[src/rtl/mem_port_arbiter.sv]
// Shares one fixed-latency memory port between fetch (I) and data (D) sides: one access in flight,
// LATENCY+1 cycles of occupancy each; requesters are held off with combinational stalls until done.
module mem_port_arbiter #(
  parameter int LATENCY = 2
) (
  input  logic        clk,
  input  logic        rst,
  input  logic        i_req,
  input  logic [15:0] i_addr,
  input  logic        flush,
  output logic        i_done,
  output logic [15:0] i_rdata,
  output logic        i_stall,
  input  logic        d_req,
  input  logic        d_wr,
  input  logic [15:0] d_addr,
  input  logic [15:0] d_wdata,
  output logic        d_done,
  output logic [15:0] d_rdata,
  output logic        d_stall,
  output logic        mem_en,
  output logic        mem_wr,
  output logic [15:0] mem_addr,
  output logic [15:0] mem_wdata,
  input  logic [15:0] mem_rdata,
  output logic        err
);

  typedef enum logic [1:0] {IDLE, BUSY_I, BUSY_D} stateT;

  localparam logic [2:0] LAT = 3'(LATENCY);

  stateT       state;
  logic [2:0]  cnt;
  logic        lastD;
  logic        squash;
  logic        errQ;
  logic [15:0] iRdataQ;
  logic [15:0] dRdataQ;

  logic complete, canGrant, iPend, dPend, grantI, grantD, errD, errI;

  assign complete = (state != IDLE) && (cnt == 3'd0);
  assign canGrant = (state == IDLE) || complete;

  // The side being served still holds its request in its own completion cycle; never re-grant it.
  assign dPend  = d_req && (state != BUSY_D);
  assign iPend  = i_req && !flush && !((state == BUSY_I) && !squash);
  assign grantI = canGrant && iPend && (!dPend || lastD);
  assign grantD = canGrant && dPend && !grantI;

  assign i_done  = rst && (state == BUSY_I) && complete && !squash;
  assign d_done  = rst && (state == BUSY_D) && complete;
  assign i_rdata = i_done ? mem_rdata : iRdataQ;
  assign d_rdata = (d_done && !mem_wr) ? mem_rdata : dRdataQ;
  assign i_stall = i_req && !i_done;
  assign d_stall = d_req && !d_done;
  assign err     = errQ;

  assign errD = (state == BUSY_D) && !complete && !d_req;
  assign errI = (state == BUSY_I) && !complete && !i_req && !flush && !squash;

  always_ff @(posedge clk) begin
    if (!rst) begin
      state     <= IDLE;
      cnt       <= 3'd0;
      lastD     <= 1'b0;
      squash    <= 1'b0;
      errQ      <= 1'b0;
      iRdataQ   <= 16'h0000;
      dRdataQ   <= 16'h0000;
      mem_en    <= 1'b0;
      mem_wr    <= 1'b0;
      mem_addr  <= 16'h0000;
      mem_wdata <= 16'h0000;
    end else begin
      mem_en <= 1'b0;
      if (errD || errI) errQ <= 1'b1;
      if (i_done) iRdataQ <= mem_rdata;
      if (d_done && !mem_wr) dRdataQ <= mem_rdata;
      if ((state == BUSY_I) && flush) squash <= 1'b1;
      if ((state == BUSY_I) && complete) squash <= 1'b0;
      if ((state != IDLE) && !complete) cnt <= cnt - 3'd1;

      if (grantI || grantD) begin
        state     <= grantI ? BUSY_I : BUSY_D;
        cnt       <= LAT;
        lastD     <= grantD;
        mem_en    <= 1'b1;
        mem_wr    <= grantD && d_wr;
        mem_addr  <= grantI ? i_addr : d_addr;
        mem_wdata <= grantD ? d_wdata : 16'h0000;
      end else if (complete) begin
        state <= IDLE;
      end
    end
  end

endmodule

[config.mk]
export PLATFORM = sky130hd
export DESIGN_NAME = mem_port_arbiter
export DESIGN_NICKNAME = d
export VERILOG_FILES = /design/src/rtl/mem_port_arbiter.sv
export SDC_FILE = /design/constraint.sdc
export NUM_CORES = 1
export LEC_CHECK = 0
export BUFFER_PORTS_ARGS = -buffer_cell sky130_fd_sc_hd__buf_2
export CAP_MARGIN = 30
export CORE_ASPECT_RATIO = 0.8
export CORE_MARGIN = 1
export CORE_UTILIZATION = 48
export CTS_BUF_LIST = sky130_fd_sc_hd__clkbuf_8
export CTS_CLUSTER_DIAMETER = 40
export DETAILED_ROUTE_END_ITERATION = 10
export PLACE_DENSITY = 0.87
export SLEW_MARGIN = 30
export SYNTH_ARGS = -nofsm -noshare
export SYNTH_HDL_FRONTEND = slang
export SYNTH_SLANG_ARGS = --single-unit
[constraint.sdc]
create_clock -name clk -period 2.83 [get_ports clk]
set_clock_uncertainty 0.2 [all_clocks]
set_input_delay 0.4245 -clock clk [delete_from_list [all_inputs] [get_ports clk]]
set_output_delay 0.4245 -clock clk [all_outputs]
set_load 0.01 [all_outputs]
# ---- Word level (Yosys, flattened, before mapping)
# Cells that the tools add are included.
dict set report op_classes {
  muxes 10
  add_sub_neg 1
  bitwise 1
  reduce_logical 49
  eq_ne 3
}
# op n
set op_table {}
lappend op_table {{16-bit two-way mux} 4}
lappend op_table {{1-bit logical AND} 27}
lappend op_table {{1-bit zero test} 11}
lappend op_table {{2-bit two-way mux} 5}
lappend op_table {{2-bit nonzero test} 3}
lappend op_table {{1-bit logical OR} 4}
lappend op_table {{2-bit OR reduction} 2}
lappend op_table {{3-bit zero test} 1}
lappend op_table {{3-bit by 1-bit subtractor with 3-bit output (second input constant)} 1}
lappend op_table {{2-bit by 1-bit == test with 1-bit output (second input constant)} 1}
lappend op_table {{2-bit == test (second input constant)} 1}
lappend op_table {{2-bit zero test} 1}
lappend op_table {{2-bit inequality test (second input constant)} 1}
lappend op_table {{1-bit two-way mux} 1}
lappend op_table {{1-bit inverter} 1}
dict set report word_totals {
  output_inout_bits 71
  word_cells 76
  reg_bits 74
  inputBits 70
}

# ---- Longest topological paths before layout
dict set report logic_depth {
  depth_word 10
  ltp_mapped 8
  depth_no_buf 6
}

# ---- Worst setup path before layout
# OpenSTA, ideal clock, no wires.
dict set report synth_timing {
  path_type {reg-to-output}
  from {reg cnt[0]}
  to {out d_rdata[10]}
  slack_ps 513
  path_buffers 1
  arrival_time_ps 1692
  stages_incl_launch_ff 7
  cell_sequence {dfxtp_1 inv_1 ha_1 nand3b_1 nor3_2 buf_4 mux2_2}
}
dict set report synth_between {
  elab_chain_cells 5
}
# item line
set synth_rtl {}
lappend synth_rtl {{start, declared} 34} ;# logic [2:0] cnt;
lappend synth_rtl {{start signal, assigned} 83} ;# if ((state != IDLE) && !complete) cnt <= cnt - 3'd1;
lappend synth_rtl {{3-bit zero test} 43} ;# assign complete = (state != IDLE) && (cnt == 3'd0);
lappend synth_rtl {{1-bit logical AND} 43}
lappend synth_rtl {{1-bit logical AND} 53} ;# assign d_done = rst && (state == BUSY_D) && complete;
lappend synth_rtl {{1-bit logical AND} 55} ;# assign d_rdata = (d_done && !mem_wr) ? mem_rdata : dRdataQ;
lappend synth_rtl {{16-bit two-way mux} --}
lappend synth_rtl {{end, declared} 19} ;# output logic [15:0] d_rdata,
# Every way passes these cells.

# ---- Worst setup path in the final report
dict set report layout_timing {
  from {reg cnt[0]}
  to {out i_rdata[5]}
}
dict set report layout_between {
  elab_chain_cells 5
}
# item line
set layout_rtl {}
lappend layout_rtl {{3-bit zero test} 43}
lappend layout_rtl {{1-bit logical AND} 43}
lappend layout_rtl {{1-bit logical AND (2 in a row)} 52} ;# assign i_done = rst && (state == BUSY_I) && complete && !squash;
lappend layout_rtl {{16-bit two-way mux} --}
lappend layout_rtl {{end, declared} 12} ;# output logic [15:0] i_rdata,
# Every way passes these cells.

==> reports/qor.txt <==
First-pass DRT Iterations = 4
Critical Path Source Type = flip-flop
critical path, cell by cell = inv_1, ha_4, nand3b_1, or3_1, buf_6, mux2_4, buf_2
CTS tree = done
mux cell area share after synthesis = 0.131
GR Util met1 = 0.251
Yosys warnings = 0
die width = 91.7 um
Critical Path Sink Type = primary output
n_diodes = 0
Mapped Cells = 329
CTS Root Cell = clkbuf_8
CP required = 2.21 ns
grt peak-use layer = met2
count of cell types in the netlist = 34
Synth Register Bits = 74
first-pass GRT wire length = 11.6 mm
WHS Path Cells = 3
largest net degree at the start of global routing = 38
IO Port Bufs = 140
net count after synthesis = 401
Bufs and invs on worst path = 3
Vias = 2,747
Cell Pwr Density = 596 mW/mm2
Fmax = 370 MHz
detailed placer's ending HPWL = 5.13 mm
Compound-Gate Fraction of Synth Area = 0.102
Post-Syn Area = 0.00309 mm2
Ports = 141
filler instances = 501
Leakage = 0.00197 uW
post-synthesis sequential area ratio = 0.480
post-place setup slack = 0.428 ns
final net count = 535
clk sinks = 74
initial drt markers = 119
hold path start = d_wdata[15]
worst setup margin = 0.124 ns
area of the multi-input gates = 0.00146 mm2
FF-to-FF path depth = 4
final setup fails = 0
Post-CTS Setup Bufs = 0
GR Util met2 = 0.390
Syn-to-layout area delta = 30.4%
vias per cell = 5.00
Die ar. = 0.00676 mm2
post-synthesis average cell area = 9.39 um2
met3 Use GR = 0.0683
crit path kind = flip-flop to primary output
Crit Path Max Fanout = 17
maximum root-to-sink buffer count = 2
setup_tns = 0 ns
Core ar. = 0.00607 mm2
worst reg2reg setup slack = 0.56 ns
Hold Path Class = input pin to flip-flop
fin. max-slew vios = 0
reg2reg end = mem_addr[1]
max-cap violation count = 0
Worst-Skew Late Latency = 0.34 ns
leading cell types in the layout, fill and taps excluded = buf_2 (140), dfxtp_1 (74), nand2_1 (68)
hold endpoint = mem_wdata[15]
FP Rows = 25
commonest non-fill, non-tap cell in the layout = buf_2
count of cells resized by post-cts repair = 0
initial antenna violation count = 0
WP data arrival = 2.08 ns
H-tree levels = 3
Synth Area in XOR/XNOR = 0.00284
status = finished, final reports clean
total CTS buffers = 9
Detailed Route WL = 7.32 mm
Final Cycle Share = 0.956
Max-slew headroom = 0.488
Fin. Hold Viols = 0
Tot GR Track Use = 0.221
Final Wtd Congestion = 0.790
clock-pin slew of the registers on the worst-case setup and hold paths = 0.08 ns
Worst R2R Start = state[1]
simple-gate share of the synthesized area = 0.224
Synth Area in Adders = 0.00810
critical path's largest stage delay = 0.34 ns
Largest delay share family, worst path = buffers and inverters
GRT overflow = 0
hold_buf cts = 0
Die Span Y = 73.8 um
peak supply drop = 313 uV
number of global-route vias before repair = 2,560
Tmin final = 2.71 ns
layout cells sized above 1 = 0.434
drc violations = 0
Starting Density = 0.509
largest family of logic cells by synthesized area = simple AND/OR/NAND/NOR gates
drt wl/cell = 13.3 um
Worst-Margin Slew = 0.768 ns
slowest stage cell on the critical path = or3_1
area occupied by registers = 0.00148 mm2
post-route ant nets = 0
per-layer routing:
metal	part of all wire	routed length [um]
met1	0.44	3190
met2	0.47	3430
met4	0.017	123
met5	0	0
met3	0.078	572
worst register-to-register path: stages (launching register included):
cell	delay, ns
dfxtp_1	0.50
nand2b_4	0.10
a311o_1	0.61
or2_4	0.47
a311oi_1	0.29
synthesized netlist by cell type, drive strengths merged:
master,count,share of area
or2,3,0.0069
nand2,68,0.083
a31oi,3,0.0061
and2,32,0.065
nor2b,2,0.0040
o21ai,3,0.0049
or3,1,0.0020
and4b,1,0.0032
xnor2,1,0.0028
inv,8,0.0097
dfxtp,74,0.48
nor3b,1,0.0024
ha,2,0.0081
nor4,1,0.0020
nor2,9,0.011
nand2b,3,0.0085
nand3b,1,0.0024
mux2,33,0.13
nor3,18,0.031
buf,10,0.027
a21oi,23,0.038
a311oi,16,0.047
clkbuf,13,0.016
and4,1,0.0028
a311o,1,0.0032
o22ai,1,0.0020
logic make-up after synthesis:
family          Yosys count
compound gates           47
xor+xnor                  1
fa+ha+maj                 2
buf+inv                  31
flops                    74
mux                      33
simple gates            141
worst max-delay path by stage:
stage                       from     endpoint  slack [ns]  cells after the start
after global placement    cnt[0]   i_rdata[0]        0.48                      7
final                     cnt[0]   i_rdata[5]        0.12                      7
after floorplan           cnt[0]  d_rdata[10]        0.51                      6
after global routing      cnt[0]   i_rdata[7]       -0.01                      7
after CTS                 cnt[0]   i_rdata[7]        0.04                      7
after detailed placement  cnt[0]   i_rdata[7]        0.43                      7
flip-flops by register name, indices dropped and copies added (netlist names):
register / count
state: 2
lastD: 1
err: 1
iRdataQ: 16
cnt: 3
squash: 1
mem_addr: 16
dRdataQ: 16
mem_wr: 1
mem_en: 1
mem_wdata: 16
through the flow:
step,std cells,total power (uW),hold slack (ns),utilization,cell area (um2)
after floorplan,329,1430,0.231,-,3090
after global placement,533,1590,0.233,0.627,3810
after detailed placement,533,1600,0.243,0.627,3810
after CTS,549,2420,0.104,0.661,4010
after global routing,549,2520,0.111,0.664,4030
final,549,2400,0.118,0.664,4030
area by class of cell:
| cell class | count | share of cell area |
|---|---|---|
| multi-input combinational | 224 | 0.363 |
| tap | 81 | 0.0252 |
| clock inverter | 5 | 0.0134 |
| inverter | 8 | 0.00746 |
| timing repair buffer | 146 | 0.186 |
| sequential | 74 | 0.368 |
| clock buffer | 11 | 0.0376 |
where the power goes:
group	total, uW	switching, uW	internal (uW)
registers	1140	34.6	1110
logic	438	246	191
clock network	818	367	450
No activity file was read; power rests on OpenSTA's default activity.
